**config.mk**
```make
export PLATFORM = sky130hd
export DESIGN_NAME = logic_unit_arbiter
export DESIGN_NICKNAME = d
export VERILOG_FILES = /design/src/rtl/logic_unit_arbiter.sv
export SDC_FILE = /design/constraint.sdc
export NUM_CORES = 1
export LEC_CHECK = 0
export BUFFER_PORTS_ARGS = -buffer_cell sky130_fd_sc_hd__buf_2
export CORE_MARGIN = 2
export CORE_UTILIZATION = 42
export CTS_BUF_LIST = sky130_fd_sc_hd__clkbuf_8
export DETAILED_ROUTE_END_ITERATION = 12
export GPL_TIMING_DRIVEN = 0
export HOLD_SLACK_MARGIN = 0.15
export PLACE_DENSITY = 0.86
export SKIP_CTS_REPAIR_TIMING = 1
export SLEW_MARGIN = 10
export SYNTH_ARGS = -nofsm -noshare
export SYNTH_HDL_FRONTEND = slang
export SYNTH_SLANG_ARGS = --single-unit
```
**constraint.sdc**
```tcl
create_clock -name clk -period 1.25 [get_ports clk]
set_input_delay 0 -clock clk [delete_from_list [all_inputs] [get_ports clk]]
set_output_delay 0 -clock clk [all_outputs]
set_load 0.02 [all_outputs]
```
**src/rtl/logic_unit_arbiter.sv**
```systemverilog
`timescale 1ns/1ps
// ----------------------------------------------------------------------------
// logic_unit_arbiter
//
// Shares one 4-bit logicUnit (AND/OR/XOR with one-hot opCode gating) between
// two requesters. A command is accepted in IDLE, its operands are presented to
// the logicUnit for exactly one EXEC cycle with the matching one-hot opcode,
// and the OR of the three unit results is captured and offered on a
// valid/ready response port.
//
// Parameters
//   WIDTH       operand/result width, must match the logicUnit (4)
//   PRIO_FIXED  0 = round-robin on ties, 1 = requester 0 always wins ties
//
// Ports
//   clk, rst                       clock, synchronous active-high reset
//   reqN_valid/ready               command handshake for requester N (0/1)
//   reqN_op                        0=AND 1=OR 2=XOR 3=illegal
//   reqN_a, reqN_b                 operands
//   lu_opcode                      one-hot opCode to the logicUnit
//   lu_a, lu_b                     operands to the logicUnit
//   lu_res_and/or/xor              logicUnit results
//   rsp_valid/ready                response handshake
//   rsp_id                         index of the requester being answered
//   rsp_data                       bitwise result
//   rsp_err                        illegal op flag (rsp_data is 0)
// ----------------------------------------------------------------------------
module logic_unit_arbiter #(
  parameter int WIDTH      = 4,
  parameter int PRIO_FIXED = 0
) (
  input  logic             clk,
  input  logic             rst,

  input  logic             req0_valid,
  output logic             req0_ready,
  input  logic [1:0]       req0_op,
  input  logic [WIDTH-1:0] req0_a,
  input  logic [WIDTH-1:0] req0_b,

  input  logic             req1_valid,
  output logic             req1_ready,
  input  logic [1:0]       req1_op,
  input  logic [WIDTH-1:0] req1_a,
  input  logic [WIDTH-1:0] req1_b,

  output logic [2:0]       lu_opcode,
  output logic [WIDTH-1:0] lu_a,
  output logic [WIDTH-1:0] lu_b,
  input  logic [WIDTH-1:0] lu_res_and,
  input  logic [WIDTH-1:0] lu_res_or,
  input  logic [WIDTH-1:0] lu_res_xor,

  output logic             rsp_valid,
  input  logic             rsp_ready,
  output logic             rsp_id,
  output logic [WIDTH-1:0] rsp_data,
  output logic             rsp_err
);

  typedef enum logic [1:0] {
    S_IDLE = 2'd0,
    S_EXEC = 2'd1,
    S_RESP = 2'd2
  } state_t;

  localparam logic [1:0] OP_ILLEGAL = 2'd3;

  // Decode of a command op into the logicUnit's one-hot opCode; the illegal
  // op leaves every unit output gated off.
  function automatic logic [2:0] f_onehot(input logic [1:0] op);
    logic [2:0] oh;
    case (op)
      2'd0:    oh = 3'b001;
      2'd1:    oh = 3'b010;
      2'd2:    oh = 3'b100;
      default: oh = 3'b000;
    endcase
    return oh;
  endfunction

  // Only the selected unit output is non-zero, so OR-ing all three yields the
  // result. An illegal op is forced to zero regardless of what the unit does.
  function automatic logic [WIDTH-1:0] f_merge(input logic [WIDTH-1:0] res_and,
                                               input logic [WIDTH-1:0] res_or,
                                               input logic [WIDTH-1:0] res_xor,
                                               input logic             illegal);
    return illegal ? '0 : (res_and | res_or | res_xor);
  endfunction

  state_t           r_state;
  logic             r_rr_ptr;
  logic [1:0]       r_op;
  logic             r_id;
  logic [2:0]       r_lu_opcode;
  logic [WIDTH-1:0] r_lu_a;
  logic [WIDTH-1:0] r_lu_b;
  logic             r_rsp_valid;
  logic             r_rsp_id;
  logic [WIDTH-1:0] r_rsp_data;
  logic             r_rsp_err;

  logic             w_idle;
  logic             w_fav0;
  logic             w_grant0;
  logic             w_grant1;
  logic             w_take;
  logic [1:0]       w_sel_op;
  logic [WIDTH-1:0] w_sel_a;
  logic [WIDTH-1:0] w_sel_b;

  // Arbitration: requester 0 wins a tie when the pointer favours it (or
  // always, with fixed priority); a lone requester is always granted.
  always_comb begin
    w_idle   = (r_state == S_IDLE);
    w_fav0   = (PRIO_FIXED != 0) | ~r_rr_ptr;
    w_grant0 = req0_valid & (~req1_valid | w_fav0);
    w_grant1 = req1_valid & ~w_grant0;
    w_take   = w_grant0 | w_grant1;
    w_sel_op = w_grant0 ? req0_op : req1_op;
    w_sel_a  = w_grant0 ? req0_a  : req1_a;
    w_sel_b  = w_grant0 ? req0_b  : req1_b;
  end

  assign req0_ready = w_idle & w_grant0;
  assign req1_ready = w_idle & w_grant1;

  assign lu_opcode  = r_lu_opcode;
  assign lu_a       = r_lu_a;
  assign lu_b       = r_lu_b;
  assign rsp_valid  = r_rsp_valid;
  assign rsp_id     = r_rsp_id;
  assign rsp_data   = r_rsp_data;
  assign rsp_err    = r_rsp_err;

  // Command context kept for the EXEC/RESP phases; it needs no reset because
  // it is only consumed after a fresh acceptance.
  always_ff @(posedge clk) begin
    if (!rst && w_idle && w_take) begin
      r_op <= w_sel_op;
      r_id <= w_grant1;
    end
  end

  // Control FSM with registered logicUnit drive and response outputs.
  always_ff @(posedge clk) begin
    if (rst) begin
      r_state     <= S_IDLE;
      r_rr_ptr    <= 1'b0;
      r_lu_opcode <= 3'b000;
      r_lu_a      <= '0;
      r_lu_b      <= '0;
      r_rsp_valid <= 1'b0;
      r_rsp_id    <= 1'b0;
      r_rsp_data  <= '0;
      r_rsp_err   <= 1'b0;
    end else begin
      case (r_state)
        // Accept: operands go straight to the unit ports so they are
        // present for the whole EXEC cycle and then simply held.
        S_IDLE: begin
          if (w_take) begin
            r_lu_a      <= w_sel_a;
            r_lu_b      <= w_sel_b;
            r_lu_opcode <= f_onehot(w_sel_op);
            r_state     <= S_EXEC;
          end
        end
        // Execute: the unit is combinational, its outputs are captured here
        // and the opcode is dropped so the unit idles at zero afterwards.
        S_EXEC: begin
          r_rsp_data  <= f_merge(lu_res_and, lu_res_or, lu_res_xor,
                                 r_op == OP_ILLEGAL);
          r_rsp_err   <= (r_op == OP_ILLEGAL);
          r_rsp_id    <= r_id;
          r_rsp_valid <= 1'b1;
          r_lu_opcode <= 3'b000;
          r_state     <= S_RESP;
        end
        // Respond: hold everything until the consumer takes it; the next tie
        // then favours the requester that was not just served.
        S_RESP: begin
          if (r_rsp_valid && rsp_ready) begin
            r_rsp_valid <= 1'b0;
            if (PRIO_FIXED == 0) begin
              r_rr_ptr <= ~r_rsp_id;
            end
            r_state <= S_IDLE;
          end
        end
        default: begin
          r_state <= S_IDLE;
        end
      endcase
    end
  end

endmodule
```
==> results by group <==
Synthesis
  • Mapped Area: 1124 um2
  • Post-Syn Nets: 164
  • Most area-consuming cells after synthesis: dfxtp_1, nand2_1, edfxtp_1
  • Ys Warns: 0
  • Netlist cell types: 32
  • Post-synthesis area per instance: approximately 8.8 um2
  • Top cell type's share of synthesized area: 37.42%
  • Cell taking the most area after synthesis: dfxtp_1
  • Post-synthesis sequential area ratio: between 40% and 50%
  • Synthesized instance count: approximately 130
  • Yosys reg bits: 24

STA
  • Sum Neg Setup Slack: -0.7030 ns
  • Max-slew violation count: 0
  • Final min period: 1.356 ns
  • Max Clock Freq: roughly 740 MHz
  • Final setup viols: 12
  • PnR worst setup slack: -0.1056 ns
  • Period utilization: 108.5%
  • RSZ-0062 raised after global routing: true
  • Worst Skew: 0.01061 ns
  • Actual slew at the worst max-slew pin: around 0.55 ns
  • Final hold viol count: 0
  • Worst slew margin: 62.78%

Clocking
  • CTS buffer count: 3
  • Maximum buffer depth of the clock tree: 2
  • TritonCTS clock tree: yes
  • Clock Latency Late Sink: approximately 0.28 ns
  • Clock Sinks: 24
  • Clk slew on worst S/H paths: about 0.09 ns
  • Htree depth: 1
  • Root Buffer: clkbuf_8

Critical path
  • Worst path cell trace: a21bo_1 > buf_6 > buf_6 > mux2_4 > a22o_1
  • R2R Path End: lu_opcode[0]$_SDFFE_PP0P_
  • Crit. End Element: flip-flop
  • Crit start category: flip-flop
  • Crit path max-delay family: compound AO/OA/AOI/OAI gates
  • Reg2reg setup slack: -0.11 ns
  • Most frequent CP cell: buf_6
  • CP max stage cell: dfxtp_2
  • WP data arrival: 1.53 ns
  • Crit. path cell count: 5
  • Worst reg-to-reg path cell count: 5
  • CP endpoint: lu_opcode[0]$_SDFFE_PP0P_
  • Reg-to-Reg Start: r_rr_ptr$_SDFFE_PP0P_
  • Number of buffer and inverter stages on the critical path: 2
  • CP peak stage delay: between 0.3 and 0.4 ns
  • Crit path from: r_rr_ptr$_SDFFE_PP0P_
  • Crit path max fanout: 4
  • Critical path class: reg -> reg
  • WP data required: about 1.4 ns

Routing
  • Vias per std cell: about 5.6
  • First-pass DRT Iterations: 4
  • Post-route ant nets: 0
  • Routed via count: about 1500
  • 1st-iter DRT viols: 46
  • DRC violation count after routing: 0
  • Avg WL per Cell: 17.52 um
  • Routed WL: around 4.5 mm

Power
  • Comb power frac: 30.1%
  • Internal cell power: 1.606 mW
  • P_leak: between 0.9 and 1 nW
  • Share of total power in the clock network: 30.6%
  • Sw Share: 29.75%
  • VDD IR-drop max: 0.0009665 V
  • Sw Pwr: 0.6802 mW
  • Pwr dens: 1156 nW/um2
  • Power, Total: 2.286 mW
  • Seq pwr share: 39.3%

Hold path
  • Hold path startpoint: req1_op[1]
  • Worst hold path type: in -> reg

Global route
  • Grt total ovfl: 0
  • Initial antenna violation count: 0
  • First-pass GRT wire length: 4.685 mm
  • Pin count of the biggest net entering global routing: 15
  • Total GRT Usage: 18.65%
  • Vias in the first global route: approximately 1100

Floorplan
  • Ports: 57
  • Core Region: between 2000 and 2500 um2
  • Initial core utilization: between 40% and 50%
  • Die Width: 55.72 um
  • Die Y: 55.72 um
  • # rows: 18
  • Die area: just over 3000 um2

Cells and area
  • Fill cell count: around 140
  • Syn-to-layout area delta: 76.06%
  • Fin util: ~80%
  • Share of layout cells above drive strength 1: 38.60%
  • Fin cells: 258
  • Diode count: 0
  • # nets final: 266

Placement
  • Dpl hpwl: 2.183 mm
  • Place WS: -0.1231 ns
  • Dpl cells: between 200 and 250
  • Routability Congestion: 0.7285
  • # port buffers: 56

Run status
  • Outcome: finished with violations
  • Failing checks: setup timing

Flow run
  • Max-Cap Viols: 0
[logic make-up after synthesis]
kind of cell / synth area share, %
AO/OA/AOI/OAI: 21.72
buffers and inverters: 5.568
flip-flops: 45.43
multiplexers: 4.009
AND/OR/NAND/NOR: 23.27
[cell usage in the layout (no fill, tap or decap), types with 2 or more instances in the layout]
master         synthesis  routed
nor3_4                 0       2
o311ai_0               4       3
mux2i_1                3       3
dfxtp_2                0       2
a22o_1                 3       3
a21oi_1               15      15
buf_6                  3       5
clkbuf_8               0       3
inv_1                  2       2
nor2_1                 6       6
nand2_1               31      31
nand2b_1               5       4
nor2b_1                2       2
dfxtp_1               21      19
buf_4                  0       9
buf_2                  2      56
dlygate4sd3_1          0      32
edfxtp_1               3       3
a311oi_1               8       8
[worst min path at each step]
stage	end	depth (start not counted)	slack [ns]
2_1_floorplan	rsp_valid$_SDFFE_PP0P_	1	0.1
3_3_place_gp	rsp_valid$_SDFFE_PP0P_	2	0.21
3_5_place_dp	rsp_valid$_SDFFE_PP0P_	2	0.23
4_1_cts	rsp_valid$_SDFFE_PP0P_	2	-0.07
5_1_grt	lu_opcode[2]$_SDFFE_PP0P_	4	0.22
6_report	lu_opcode[2]$_SDFFE_PP0P_	4	0.19
[per-layer routing]
layer / wire length (um) / track usage (%)
met3: 242 / 3.488
met5: 0 / 0
met4: 204 / 9.408
met2: 2344 / 33.33
met1: 1726 / 20.92
[cell usage after synthesis]
| library cell | number |
|---|---|
| a211oi_1 | 1 |
| a21boi_2 | 1 |
| or3_1 | 1 |
| buf_2 | 2 |
| or2_2 | 1 |
| a21oi_2 | 1 |
| a22o_1 | 3 |
| nor3_2 | 1 |
| a311oi_1 | 8 |
| inv_1 | 2 |
| mux2i_1 | 3 |
| nor2_2 | 1 |
| nor2b_1 | 2 |
| nor4_1 | 1 |
| o311ai_0 | 4 |
| mux2_4 | 1 |
| nor4_2 | 1 |
| a21oi_1 | 15 |
| and2_1 | 1 |
| nor3_1 | 1 |
| dfxtp_1 | 21 |
| nand3_1 | 1 |
| nand2b_1 | 5 |
| clkbuf_1 | 2 |
| buf_1 | 1 |
| edfxtp_1 | 3 |
| nor2_1 | 6 |
| and3_1 | 1 |
| buf_6 | 3 |
| a21bo_1 | 1 |
| nand4b_1 | 1 |
| nand2_1 | 31 |
[registers in the layout (all words and copies together), names as in the netlist]
name / cells
lu_b: 4
rsp_err: 1
r_id: 1
lu_a: 4
r_op: 2
r_state: 2
rsp_id: 1
rsp_valid: 1
lu_opcode: 3
r_rr_ptr: 1
rsp_data: 4
[power groups by stage]
stage          sequential [mW]  clock, mW  combinational, mW
4_1_cts                  0.892      0.693              0.492
3_3_place_gp             0.906          0              0.472
5_1_grt                  0.905      0.712              0.725
6_report                 0.898      0.700              0.687
3_5_place_dp             0.908          0              0.490
2_1_floorplan            0.979          0              0.239
[metrics by stage]
step	hold slack [ns]	area (um2)
floorplan	0.09594	1132
global placement	0.2140	1450
detailed placement	0.2251	1450
CTS	-0.06794	1521
global route	0.2238	1978
finish	0.1872	1978
[cell type report]
cell class | count | area, um2 | share of cell area (%)
clock buffer | 3 | 41.29 | 2.087
multi-input combinational | 93 | 601.8 | 30.42
tap | 30 | 37.54 | 1.898
clock inverter | 1 | 30.03 | 1.518
inverter | 2 | 7.507 | 0.3795
buffer | 8 | 65.06 | 3.289
sequential | 24 | 513.0 | 25.93
timing repair buffer | 97 | 681.9 | 34.47
[worst min-delay path, cell delays in order]
cell      delay (ns)
buf_2           0.11
nand2b_1        0.06
mux2i_1         0.13
a22o_1          0.14
Note: power is estimated with default switching activity, not from simulation.
